<file path="src/rtl/player_ctrl_fsm.sv">
// Player controller for the crossing game: grid movement from held switches, collision against
// N cars, PLAY/HIT/OVER life handling, saturating BCD level and exported car speed.
module player_ctrl_fsm #(
   parameter int unsigned N_CARS     = 8,
   parameter int unsigned LIVES      = 4,
   parameter int unsigned H_DISP     = 640,
   parameter int unsigned V_DISP     = 480,
   parameter int unsigned PLAYER_W   = 32,
   parameter int unsigned PLAYER_H   = 32,
   parameter int unsigned CAR_W      = 64,
   parameter int unsigned CAR_H      = 32,
   parameter int unsigned STEP       = 32,
   parameter int unsigned MOVE_TICKS = 2500000,
   parameter int unsigned HIT_HOLD   = 25000000,
   parameter int unsigned SPEED_MAX  = 31
) (
   input  logic                  CLK,
   input  logic                  RST_N,
   input  logic [3:0]            SW,
   input  logic [10*N_CARS-1:0]  car_x,
   input  logic [10*N_CARS-1:0]  car_y,
   output logic [9:0]            player_x,
   output logic [9:0]            player_y,
   output logic [LIVES-1:0]      lives,
   output logic [7:0]            level_bcd,
   output logic [4:0]            speed_car,
   output logic [1:0]            state,
   output logic                  hit,
   output logic                  level_up
);

   localparam int unsigned MCW = (MOVE_TICKS > 1) ? $clog2(MOVE_TICKS) : 1;
   localparam int unsigned HCW = (HIT_HOLD > 1) ? $clog2(HIT_HOLD) : 1;

   localparam logic [MCW-1:0]   MOVE_MAX   = MCW'(MOVE_TICKS - 1);
   localparam logic [HCW-1:0]   HOLD_MAX   = HCW'(HIT_HOLD - 1);
   localparam logic [9:0]       SPAWN_X    = 10'(H_DISP / 2);
   localparam logic [9:0]       SPAWN_Y    = 10'(V_DISP - PLAYER_H);
   localparam logic [9:0]       STEP10     = 10'(STEP);
   localparam logic [10:0]      STEP11     = 11'(STEP);
   localparam logic [10:0]      PW11       = 11'(PLAYER_W);
   localparam logic [10:0]      PH11       = 11'(PLAYER_H);
   localparam logic [10:0]      CW11       = 11'(CAR_W);
   localparam logic [10:0]      CH11       = 11'(CAR_H);
   localparam logic [10:0]      HD11       = 11'(H_DISP);
   localparam logic [10:0]      VD11       = 11'(V_DISP);
   localparam logic [4:0]       SPEED_SAT  = 5'(SPEED_MAX);
   localparam logic [LIVES-1:0] LIVES_FULL = {LIVES{1'b1}};
   localparam logic [LIVES-1:0] LIVES_LAST = LIVES'(1);

   typedef enum logic [1:0] {
      StPlay = 2'd0,
      StHit  = 2'd1,
      StOver = 2'd2
   } state_e;

   state_e           state_q, state_d;
   logic [9:0]       px_q, px_d, py_q, py_d;
   logic [LIVES-1:0] lives_q, lives_d;
   logic [7:0]       level_q, level_d;
   logic [4:0]       speed_q, speed_d;
   logic             hit_q, hit_d;
   logic             level_up_q, level_up_d;
   logic             hit_det_q, hit_det_d;
   logic [MCW-1:0]   move_cnt_q, move_cnt_d;
   logic [HCW-1:0]   hold_cnt_q, hold_cnt_d;

   logic [10:0] px11, py11;
   logic        can_up, can_down, can_left, can_right;
   logic        overlap;
   logic [7:0]  level_inc;
   logic        restart;

   assign px11      = {1'b0, px_q};
   assign py11      = {1'b0, py_q};
   assign can_up    = py11 >= STEP11;
   assign can_down  = (py11 + PH11 + STEP11) <= VD11;
   assign can_left  = px11 >= STEP11;
   assign can_right = (px11 + PW11 + STEP11) <= HD11;
   assign restart   = (SW == 4'b1111);

   // Rectangle overlap against every car, all at 11 bits so edge sums never wrap.
   always_comb begin
      logic [10:0] cx, cy;
      overlap = 1'b0;
      cx      = '0;
      cy      = '0;
      for (int i = 0; i < int'(N_CARS); i++) begin
         cx = {1'b0, car_x[10*i +: 10]};
         cy = {1'b0, car_y[10*i +: 10]};
         if ((px11 + PW11 > cx) && (px11 < cx + CW11) &&
             (py11 + PH11 > cy) && (py11 < cy + CH11)) begin
            overlap = 1'b1;
         end
      end
   end

   always_comb begin
      if (level_q[3:0] == 4'd9) begin
         level_inc = {level_q[7:4] + 4'd1, 4'd0};
      end else begin
         level_inc = {level_q[7:4], level_q[3:0] + 4'd1};
      end
   end

   always_comb begin
      state_d    = state_q;
      px_d       = px_q;
      py_d       = py_q;
      lives_d    = lives_q;
      level_d    = level_q;
      speed_d    = speed_q;
      hit_d      = 1'b0;
      level_up_d = 1'b0;
      hit_det_d  = overlap;
      hold_cnt_d = hold_cnt_q;
      move_cnt_d = (move_cnt_q == MOVE_MAX) ? move_cnt_q : move_cnt_q + MCW'(1);

      if (restart) begin
         state_d    = StPlay;
         px_d       = SPAWN_X;
         py_d       = SPAWN_Y;
         lives_d    = LIVES_FULL;
         level_d    = 8'h00;
         speed_d    = 5'd0;
         hit_det_d  = 1'b0;
         hold_cnt_d = '0;
         move_cnt_d = '0;
      end else begin
         case (state_q)
            StPlay: begin
               if (hit_det_q) begin
                  lives_d    = lives_q >> 1;
                  hit_d      = 1'b1;
                  px_d       = SPAWN_X;
                  py_d       = SPAWN_Y;
                  move_cnt_d = '0;
                  if (lives_q == LIVES_LAST) begin
                     state_d = StOver;
                  end else begin
                     state_d    = StHit;
                     hold_cnt_d = HOLD_MAX;
                  end
               end else if (py_q == 10'd0) begin
                  // Level saturates at 99 and speed stops advancing with it.
                  if (level_q != 8'h99) begin
                     level_d = level_inc;
                     if (speed_q != SPEED_SAT) speed_d = speed_q + 5'd1;
                  end
                  level_up_d = 1'b1;
                  px_d       = SPAWN_X;
                  py_d       = SPAWN_Y;
               end else if ((move_cnt_q == MOVE_MAX) && (SW != 4'b0000)) begin
                  move_cnt_d = '0;
                  if (SW[0]) begin
                     if (can_up) py_d = py_q - STEP10;
                  end else if (SW[1]) begin
                     if (can_down) py_d = py_q + STEP10;
                  end else if (SW[2]) begin
                     if (can_left) px_d = px_q - STEP10;
                  end else begin
                     if (can_right) px_d = px_q + STEP10;
                  end
               end
            end
            StHit: begin
               if (hold_cnt_q == '0) begin
                  state_d = StPlay;
               end else begin
                  hold_cnt_d = hold_cnt_q - HCW'(1);
               end
            end
            StOver: begin
               px_d = SPAWN_X;
               py_d = SPAWN_Y;
            end
            default: state_d = StPlay;
         endcase
      end
   end

   always_ff @(posedge CLK or negedge RST_N) begin
      if (!RST_N) begin
         state_q    <= StPlay;
         px_q       <= SPAWN_X;
         py_q       <= SPAWN_Y;
         lives_q    <= LIVES_FULL;
         level_q    <= 8'h00;
         speed_q    <= 5'd0;
         hit_q      <= 1'b0;
         level_up_q <= 1'b0;
         hit_det_q  <= 1'b0;
         move_cnt_q <= '0;
         hold_cnt_q <= '0;
      end else begin
         state_q    <= state_d;
         px_q       <= px_d;
         py_q       <= py_d;
         lives_q    <= lives_d;
         level_q    <= level_d;
         speed_q    <= speed_d;
         hit_q      <= hit_d;
         level_up_q <= level_up_d;
         hit_det_q  <= hit_det_d;
         move_cnt_q <= move_cnt_d;
         hold_cnt_q <= hold_cnt_d;
      end
   end

   assign player_x  = px_q;
   assign player_y  = py_q;
   assign lives     = lives_q;
   assign level_bcd = level_q;
   assign speed_car = speed_q;
   assign state     = state_q;
   assign hit       = hit_q;
   assign level_up  = level_up_q;

endmodule

</file>
<file path="config.mk">
export PLATFORM = sky130hd
export DESIGN_NAME = player_ctrl_fsm
export DESIGN_NICKNAME = d
export VERILOG_FILES = /design/src/rtl/player_ctrl_fsm.sv
export SDC_FILE = /design/constraint.sdc
export NUM_CORES = 1
export LEC_CHECK = 0
export ABC_AREA = 1
export CORE_MARGIN = 2
export CORE_UTILIZATION = 54
export DETAILED_ROUTE_END_ITERATION = 8
export GPL_TIMING_DRIVEN = 0
export PLACE_DENSITY = 0.9
export SLEW_MARGIN = 20
export SYNTH_ARGS = -nofsm -noshare
export SYNTH_HDL_FRONTEND = slang
export SYNTH_SLANG_ARGS = --single-unit
export TNS_END_PERCENT = 50
</file>
<file path="constraint.sdc">
create_clock -name CLK -period 3.2 [get_ports CLK]
set_clock_uncertainty 0.1 [all_clocks]
set_input_delay 0.64 -clock CLK [delete_from_list [all_inputs] [get_ports CLK]]
set_output_delay 0.64 -clock CLK [all_outputs]
set_load 0.01 [all_outputs]
</file>
==> impl_metrics.env, run 1 <==
export IMPL_drtIter0Drc=944
export IMPL_end_kind="flip-flop"
export IMPL_crit_type="reg2reg"
export IMPL_crit_buf_inv=1
export IMPL_clock_tree_buffer_depth=2
export IMPL_cts_root_buffer="clkbuf_16"
export IMPL_hp_class="in2async"
export IMPL_maxSlewViolCount=0
export IMPL_wl_per_cell_um=14.4
export IMPL_required_ns=3.33
export IMPL_peakVddDrop_mv=0.383
export IMPL_finalSetupViolCount=0
export IMPL_outcome="finished clean"
export IMPL_grt_overflow=0
export IMPL_hold_viol_final=0
export IMPL_row_count=51
export IMPL_grt_max_degree=60
export IMPL_worst_pin_slew_ns=0.799
export IMPL_initial_utilization=0.547
export IMPL_path_clk_slew_ns=0.07
export IMPL_max_cap_viol_count=0
export IMPL_die_y_um=144
export IMPL_core_um2=19300
export IMPL_netlist_top_cells_count="361 x nand2_1, 245 x inv_1, 200 x ha_1"
export IMPL_ys_seq_elements=79
export IMPL_dp_cells=2049
export IMPL_powerDensity_nw_per_um2=686
export IMPL_use_met1=0.340
export IMPL_met3_usage=0.0315
export IMPL_cp_common_cell="nand3_1"
export IMPL_seq_area_um2=2010
export IMPL_stdcell_count=2085
export IMPL_drt_pass1_iter_count=6
export IMPL_fin_nets=2180
export IMPL_synth_top_area_share=0.236
export IMPL_max_freq_mhz=330
export IMPL_grtUsageMet2=0.506
export IMPL_gp_congestion=0.899
export IMPL_fin_crit_ns=3.03
export IMPL_slowest_delay_ns=0.59
export IMPL_numCtsBuffers=9
export IMPL_hold_buffers=0
export IMPL_dominantRegCellSynth="dfrtp_1"
export IMPL_drive_gt1_frac=0.0621
export IMPL_vias=11500
export IMPL_cts_sinks=79
export IMPL_r2r_cells=13
export IMPL_synth_edf_count=0
export IMPL_min_period_over_period=0.947
export IMPL_relSlewSlack=0.468
export IMPL_p_leak_nw=7.02
export IMPL_synthDistinctLibCells=45
export IMPL_fin_tns_setup_ns=0
export IMPL_clk_latency_ns=0.35
export IMPL_grt_pass1_vias=10700
export IMPL_busiest_layer="met2"
export IMPL_num_fill_cells=1515
export IMPL_worst_path_max_fanout=18
export IMPL_worst_ep_arrival_time_ns=3.17
export IMPL_cts_tree="yes"
export IMPL_ant_nets=0
export IMPL_cp_start_kind="flip-flop"
export IMPL_drt_wl_total_mm=30.0
export IMPL_h_tree_depth=3
export IMPL_yosys_cell_count_top_type="nand2_1"
export IMPL_seq_area_frac_synth=0.188
export IMPL_p_total_mw=9.24
export IMPL_antenna_found_initial=0
export IMPL_area_growth_syn_to_layout_pct=27.3
export IMPL_rsz0062_at_grt="false"
export IMPL_yosys_warnings=0
export IMPL_grt_pass1_wl_mm=47.5
export IMPL_ff2ff_setup_slack_ns=0.17
export IMPL_synthCells=1579
export IMPL_fin_util=0.697
export IMPL_synth_async_reset_ratio=1.00
export IMPL_vias_per_cell=5.50
export IMPL_avgSynthCellArea_um2=6.70
export IMPL_num_io_pins=207
export IMPL_dp_hpwl_mm=22.7
export IMPL_port_buffers=195
export IMPL_yosysTopAreaCell="ha_1"
export IMPL_multi_input_area_um2=7610
export IMPL_synth_area_um2=10600
export IMPL_placed_area_um2=12900
export IMPL_crit_family="simple AND/OR/NAND/NOR gates"
export IMPL_die_area_um2=20700
export IMPL_drc=0
export IMPL_yosys_top_cells_area="ha_1 24%, dfrtp_1 17%, nand2_1 13%, inv_1 8.7%, nor2_1 5.7%"
export IMPL_r2r_end="hit_det_q"
export IMPL_final_cell_area_um2=13500
export IMPL_cp_slowest_cell="dfrtp_4"
export IMPL_r2r_start="player_x[5]"
export IMPL_cp_cell_sequence="ha_2, nand3_1, xor2_1, inv_2, ha_1, nand4_1, nand3_1, nand2_1, a21oi_1, nand3_1, nand2_1, nor2_1, a21oi_1"
export IMPL_die_w_um=144
export IMPL_grt_usage=0.278
-- worst max path at each step --
| stage | slack (ns) | end | startpoint | cells after the start |
|---|---|---|---|---|
| finish | 0.17 | hit_det_q | player_x[5] | 13 |
| global route | 0.007 | hit_det_q | player_y[8] | 16 |
| CTS | 0.005 | hit_det_q | player_y[7] | 16 |
| detailed placement | -0.34 | hit_det_q | player_y[5] | 14 |
| global placement | -1.34 | hold_cnt_q[3] | RST_N | 1 |
| floorplan | 0.51 | hit_det_q | player_y[6] | 15 |
-- report_power, final --
part / total [mW] / switching (mW) / internal, mW
clock network: 1.03 / 0.424 / 0.603
logic: 6.28 / 3.63 / 2.65
registers: 1.94 / 0.545 / 1.39
total: 9.24 / 4.60 / 4.64
-- layout make-up --
| type | instances | share of cell area |
|---|---|---|
| Multi-Input combinational cell | 1237 | 0.565 |
| Sequential cell | 79 | 0.149 |
| Timing Repair Buffer | 215 | 0.157 |
| Inverter | 247 | 0.0699 |
| Tap cell | 265 | 0.0246 |
| Antenna cell | 1 | 0.000186 |
| Clock inverter | 6 | 0.00455 |
| Buffer | 25 | 0.0121 |
| Clock buffer | 10 | 0.0170 |
-- cells in the final DEF (no fill, tap or decap), types with 6 or more instances in the layout --
master	count
nand2_1	361
inv_1	239
ha_1	195
clkdlybuf4s50_1	194
nor2_1	159
nand3_1	116
a21oi_1	89
dfrtp_1	67
nor3_1	58
o21ai_0	41
nand4_1	39
xor2_1	39
buf_4	33
xnor2_1	20
nand3b_1	14
or2_2	11
and3_1	11
a21o_1	11
conb_1	10
clkbuf_16	9
buf_2	7
nor4_1	7
nor3b_1	7
o21ai_1	7
nor2_2	6
-- sequential cells by signal (all words and copies together), names as in the netlist --
| signal | cells |
|---|---|
| hit | 1 |
| hit_det_q | 1 |
| hold_cnt_q | 25 |
| level_bcd | 8 |
| level_up | 1 |
| lives | 4 |
| move_cnt_q | 22 |
| player_x | 5 |
| player_y | 5 |
| speed_car | 5 |
| state | 2 |
-- kinds of logic after synthesis --
logic type,count (synthesis),share of synthesized area
AO/OA/AOI/OAI,166,0.0864
XOR/XNOR,62,0.0513
flip-flops,79,0.188
buffers and inverters,272,0.103
other,1,0.000354
adder cells (fa/ha/maj),200,0.236
AND/OR/NAND/NOR,797,0.333
multiplexers,2,0.00189
-- stage by stage --
step	hold slack (ns)	setup slack, ns
4_1_cts	0.0866	0.00529
6_report	0.0876	0.168
3_3_place_gp	0.364	-1.34
2_1_floorplan	0.244	0.508
3_5_place_dp	0.393	-0.344
5_1_grt	0.102	0.00704
-- per-layer routing --
| layer | routed length (µm) | vias to the layer above |
|---|---|---|
| li1 | - | 5640 |
| met5 | 0 | - |
| met1 | 12100 | 5269 |
| met3 | 2190 | 87 |
| met2 | 14900 | 475 |
| met4 | 788 | 0 |
-- what timing repair did --
item | CTS | global route
resized for setup | 12 | 15
buffers inserted | 0 | 19
endpoints found under the setup margin | 11 | 2
Note: power is estimated with default switching activity, not from simulation.
==> run 2, diff against run 1 <==
--- a/config.mk
+++ b/config.mk
@@ -6,6 +6,7 @@
 export NUM_CORES = 1
 export LEC_CHECK = 0
 export ABC_AREA = 1
+export CORE_ASPECT_RATIO = 0.5
 export CORE_MARGIN = 2
 export CORE_UTILIZATION = 54
 export DETAILED_ROUTE_END_ITERATION = 8
==> run 2 against run 1 <==
  * The run now ends with negative setup slack left
  * Sequential cell count unchanged
  * Die area increased by 0.33%
  * Final cell count about the same
  * Global-route usage increased by 1.3 points
  * Hold slack improved by 0.11 ns
  * Critical path depth increased by 4
  * Maximum frequency decreased by 6.0%
  * Sequential power about the same
  * Non-clock buffer count decreased by 2
  * Critical path type unchanged
  * Largest cell class unchanged
==> impl_metrics.env, run 2 (synthesis gave the netlist of run 1 again) <==
export IMPL_top_register="hold_cnt_q"
export IMPL_num_io_pins=207
export IMPL_outcome="complete, but fails checks"
export IMPL_clock_tree_buffer_depth=2
export IMPL_drtIter0Drc=779
export IMPL_critPathLaunch="player_y[8]"
export IMPL_crit_type="reg2reg"
export IMPL_powerDensity_nw_per_um2=694
export IMPL_maxSlewViolCount=0
export IMPL_p_total_mw=9.37
export IMPL_antenna_found_initial=0
export IMPL_h_tree_depth=3
export IMPL_initial_utilization=0.548
export IMPL_fin_crit_ns=3.23
export IMPL_required_ns=3.34
export IMPL_antenna_cells=0
export IMPL_vias_per_cell=5.48
export IMPL_die_area_um2=20800
export IMPL_largest_register_ffs=25
export IMPL_vias=11400
export IMPL_cts_root_buffer="clkbuf_16"
export IMPL_max_cap_viol_count=0
export IMPL_path_depth=17
export IMPL_relSlewSlack=0.472
export IMPL_busiest_layer="met2"
export IMPL_die_w_um=202
export IMPL_ant_nets=0
export IMPL_cts_tree="yes"
export IMPL_die_y_um=103
export IMPL_p_leak_nw=7.03
export IMPL_worst_path_max_fanout=10
export IMPL_endpoint="hit_det_q"
export IMPL_use_met1=0.360
export IMPL_drt_pass1_iter_count=6
export IMPL_grtUsageMet2=0.532
export IMPL_cp_start_kind="flip-flop"
export IMPL_fin_nets=2178
export IMPL_drt_wl_total_mm=30.9
export IMPL_finalSetupViolCount=1
export IMPL_cp_slowest_cell="dfstp_4"
export IMPL_fin_ws_ns=-0.0259
export IMPL_clk_latency_ns=0.35
export IMPL_core_um2=19300
export IMPL_end_kind="flip-flop"
export IMPL_r2r_cells=17
export IMPL_path_clk_slew_ns=0.06
export IMPL_final_cell_area_um2=13500
export IMPL_met3_usage=0.0465
export IMPL_final_cell_mix="360 x nand2_1, 239 x inv_1, 195 x ha_1"
export IMPL_crit_family="simple AND/OR/NAND/NOR gates"
export IMPL_hold_buffers=0
export IMPL_placed_area_um2=12900
export IMPL_min_period_over_period=1.01
export IMPL_port_buffers=195
export IMPL_gp_congestion=0.919
export IMPL_grt_usage=0.292
export IMPL_num_fill_cells=1486
export IMPL_mostFrequentLayoutCell="nand2_1"
export IMPL_crit_buf_inv=3
export IMPL_ff2ff_setup_slack_ns=-0.03
export IMPL_drive_gt1_frac=0.0611
export IMPL_hp_class="in2async"
export IMPL_worst_ep_arrival_time_ns=3.36
export IMPL_violations="negative setup slack"
export IMPL_r2r_start="player_y[8]"
export IMPL_numCtsBuffers=9
export IMPL_grt_overflow=0
export IMPL_cp_common_cell="nand2_1"
export IMPL_dp_hpwl_mm=22.9
export IMPL_drc=0
export IMPL_fin_util=0.699
export IMPL_r2r_end="hit_det_q"
export IMPL_area_growth_syn_to_layout_pct=27.6
export IMPL_grt_max_degree=43
export IMPL_row_count=36
export IMPL_max_freq_mhz=310
export IMPL_hold_viol_final=0
export IMPL_grt_pass1_wl_mm=49.7
export IMPL_dp_slack_ns=-0.348
export IMPL_wl_per_cell_um=14.8
export IMPL_worst_pin_slew_ns=0.792
export IMPL_peakVddDrop_mv=0.474
export IMPL_grt_pass1_vias=10700
export IMPL_cts_sinks=79
export IMPL_slowest_delay_ns=0.74
export IMPL_cp_cell_sequence="buf_2, nand3_1, nand2_2, clkinvlp_4, ha_1, nand2_1, inv_1, nand2_1, nand2_1, nand2_1, nand2_1, nand2_1, a21oi_1, nand3_1, nand2_1, nor2_1, a21oi_1"
## run 2: worst min path at each step
stage / from / slack [ns] / to / depth (start not counted)
floorplan: RST_N / 0.24 / hit / 0
global placement: hold_cnt_q[24] / 0.36 / hold_cnt_q[24] / 2
detailed placement: lives[3] / 0.40 / lives[2] / 2
CTS: RST_N / 0.21 / move_cnt_q[2] / 1
global route: RST_N / 0.24 / player_x[9] / 1
finish: RST_N / 0.19 / move_cnt_q[2] / 1
## run 2: area by class of cell
class | instances | area, µm² | area share
Multi-Input combinational cell | 1237 | 7630 | 0.565
Timing Repair Buffer | 213 | 2100 | 0.155
Sequential cell | 79 | 2010 | 0.149
Inverter | 247 | 942 | 0.0698
Tap cell | 266 | 333 | 0.0247
Clock buffer | 13 | 260 | 0.0193
Buffer | 25 | 165 | 0.0122
Clock inverter | 3 | 65.1 | 0.00482
## run 2: layer usage
layer,share of wire,wire [µm]
met5,0,0
met4,0.025,769
met3,0.077,2380
met2,0.47,14500
met1,0.43,13200
## run 2: per-stage QoR
step | setup TNS (ns) | std cells | hold WS (ns)
detailed placement | -0.809 | 2050 | 0.396
global route | -0.135 | 2083 | 0.238
finish | -0.0259 | 2083 | 0.193
CTS | 0 | 2066 | 0.214
global placement | -105.60 | 2049 | 0.363
floorplan | 0 | 1588 | 0.244
## run 2: worst register-to-register path, stage by stage, from the launching register on
cell	delay (ns)
dfstp_4	0.74
buf_2	0.24
nand3_1	0.17
nand2_2	0.16
clkinvlp_4	0.27
ha_1	0.39
nand2_1	0.07
inv_1	0.06
nand2_1	0.05
nand2_1	0.05
nand2_1	0.05
nand2_1	0.05
nand2_1	0.07
a21oi_1	0.13
nand3_1	0.09
nand2_1	0.13
nor2_1	0.08
a21oi_1	0.23
## run 2: timing repair
item / in CTS / in global routing
endpoints found under the setup margin: 11 / 1
resized for setup: 13 / 17
setup buffers: 0 / 17
hold endpoints to repair: 0 / 0
cloned: 0 / 0
## run 2: power by group
part           internal, mW  total, mW  switching, mW
Clock                 0.725       1.13          0.407
Combinational          2.65       6.27           3.62
Sequential             1.39       1.97          0.582
Total                  4.77       9.37           4.61
==> run 3, diff against run 2 <==
--- a/config.mk
+++ b/config.mk
@@ -7,7 +7,6 @@
 export LEC_CHECK = 0
 export ABC_AREA = 1
 export CORE_ASPECT_RATIO = 0.5
-export CORE_MARGIN = 2
 export CORE_UTILIZATION = 54
 export DETAILED_ROUTE_END_ITERATION = 8
 export GPL_TIMING_DRIVEN = 0
==> run 3 against run 2 <==
  * The run now ends clean
  * Critical path depth shrank 1
  * Non-clock buffer count down 1
  * Combinational power is 0.8% lower
  * Final cell count down 0.34%
  * Hold slack worse by 0.023 ns
  * Setup slack better by 0.13 ns
  * Critical endpoint unchanged
==> impl_metrics.env, run 3 (synthesis gave the netlist of run 1 again) <==
export IMPL_cts_sinks=79
export IMPL_num_fill_cells=1424
export IMPL_largest_register_ffs=25
export IMPL_cp_cell_sequence="clkbuf_2, nand3_1, xor2_2, inv_2, ha_1, and3_1, nand2_1, nand2_1, nand2_1, nand2_1, nand2_1, inv_1, nand3_1, nand2_1, nor2_1, a21oi_1"
export IMPL_seq_area_um2=2010
export IMPL_fin_crit_ns=3.09
export IMPL_antenna_cells=0
export IMPL_antenna_found_initial=1
export IMPL_dp_hpwl_mm=22.6
export IMPL_fin_nets=2178
export IMPL_port_buffers=195
export IMPL_cts_tree="yes"
export IMPL_p_leak_nw=7.03
export IMPL_clk_latency_ns=0.34
export IMPL_grt_usage=0.300
export IMPL_numCtsBuffers=9
export IMPL_worst_ep_arrival_time_ns=3.20
export IMPL_worst_path_max_fanout=12
export IMPL_cp_slowest_cell="dfstp_4"
export IMPL_crit_family="simple AND/OR/NAND/NOR gates"
export IMPL_drt_pass1_iter_count=6
export IMPL_vias_per_cell=5.48
export IMPL_hold_viol_final=0
export IMPL_stdcell_count=2076
export IMPL_required_ns=3.31
export IMPL_wl_per_cell_um=14.7
export IMPL_mostFrequentLayoutCell="nand2_1"
export IMPL_dp_slack_ns=-0.423
export IMPL_outcome="finished clean"
export IMPL_clock_tree_buffer_depth=2
export IMPL_die_y_um=101
export IMPL_crit_type="reg2reg"
export IMPL_core_um2=18800
export IMPL_maxSlewViolCount=0
export IMPL_drtIter0Drc=788
export IMPL_crit_buf_inv=3
export IMPL_drt_wl_total_mm=30.5
export IMPL_grt_overflow=0
export IMPL_peakVddDrop_mv=0.443
export IMPL_cp_common_cell="nand2_1"
export IMPL_fin_ws_ns=0.107
export IMPL_row_count=35
export IMPL_min_period_over_period=0.967
export IMPL_die_w_um=200
export IMPL_final_cell_mix="361 x nand2_1, 240 x inv_1, 196 x ha_1"
export IMPL_final_cell_area_um2=13500
export IMPL_grt_pass1_wl_mm=48.5
export IMPL_h_tree_depth=3
export IMPL_multi_input_area_um2=7640
export IMPL_initial_utilization=0.563
export IMPL_vias=11400
export IMPL_finalSetupViolCount=0
export IMPL_area_growth_syn_to_layout_pct=27.7
export IMPL_hold_buffers=0
export IMPL_grt_pass1_vias=10600
export IMPL_worst_pin_slew_ns=0.808
export IMPL_top_register="hold_cnt_q"
export IMPL_end_kind="flip-flop"
export IMPL_powerDensity_nw_per_um2=699
export IMPL_max_freq_mhz=323
export IMPL_num_io_pins=207
export IMPL_relSlewSlack=0.461
export IMPL_placed_area_um2=12900
export IMPL_die_area_um2=20200
export IMPL_gp_congestion=0.927
export IMPL_ant_nets=0
export IMPL_hp_class="in2async"
export IMPL_fin_tns_setup_ns=0
export IMPL_max_cap_viol_count=0
export IMPL_drc=0
export IMPL_dp_cells=2043
export IMPL_slowest_delay_ns=0.75
export IMPL_drive_gt1_frac=0.0611
export IMPL_cts_root_buffer="clkbuf_16"
export IMPL_grt_max_degree=43
export IMPL_path_clk_slew_ns=0.06
export IMPL_cp_start_kind="flip-flop"
-- run 3: cell count changes in the layout (fill, tap and decap cells not counted), moves of 2 or more --
cell | previous run | this run
clkbuf_1 | 5 | 3
clkinvlp_4 | 4 | 7
clkbuf_8 | 2 | 0
ha_2 | 3 | 1
-- run 3: final cells by class --
class                   instances  share of cell area
inverters                     247              0.0694
repair buffers                212               0.155
flip-flops and latches         79               0.149
clock buffers                   9              0.0167
repair inverters                1            0.000555
well taps                     259              0.0240
plain buffers                  25              0.0120
multi-input cells            1237               0.565
clock inverters                 7             0.00898
-- run 3: path summary, 6_finish.rpt --
kind,endpoint,cells past startpoint,from,slack [ns]
worst min register to register,lives[2],2,lives[3],0.39
worst max register to register,hit_det_q,16,player_y[7],0.11
worst max-delay path,hit_det_q,16,player_y[7],0.11
max in group asynchronous,lives[3],2,RST_N,2.16
min in group CLK,lives[2],2,lives[3],0.39
worst min-delay path,player_x[7],1,RST_N,0.17
-- run 3: layer usage --
layer | GRT usage | share of wire | up-vias
li1 | - | - | 5647
met1 | 0.381 | 0.43 | 5174
met2 | 0.527 | 0.46 | 463
met4 | 0.0857 | 0.025 | 2
met3 | 0.0452 | 0.080 | 89
met5 | 0 | 0.00043 | -
-- run 3: repair_timing --
action                     in CTS  in global routing
resized for setup              10                 19
buffers inserted                0                 16
cloned                          0                  1
setup endpoints to repair       6                  4
-- run 3: worst reg2reg max path, stage by stage, from the launching register on --
cell and delay, ns:
dfstp_4 0.75, clkbuf_2 0.29, nand3_1 0.16, xor2_2 0.26
inv_2 0.18, ha_1 0.32, and3_1 0.18, nand2_1 0.06
nand2_1 0.05, nand2_1 0.05, nand2_1 0.04, nand2_1 0.07
inv_1 0.04, nand3_1 0.10, nand2_1 0.12, nor2_1 0.13
a21oi_1 0.07
-- run 3: report_power, final --
part | total (mW) | leakage (nW) | internal [mW] | switching [mW]
combinational | 6.22 | 5.88 | 2.64 | 3.58
sequential | 2.03 | 0.993 | 1.39 | 0.638
clock | 1.20 | 0.158 | 0.763 | 0.433
-- run 3: stage by stage --
| stage | power (mW) | hold WS, ns | utilization |
|---|---|---|---|
| 3_3_place_gp | 7.41 | 0.362 | 0.686 |
| 6_report | 9.44 | 0.171 | 0.719 |
| 2_1_floorplan | 5.80 | 0.244 | - |
| 4_1_cts | 8.99 | 0.183 | 0.708 |
| 3_5_place_dp | 7.67 | 0.373 | 0.687 |
| 5_1_grt | 10.3 | 0.209 | 0.719 |
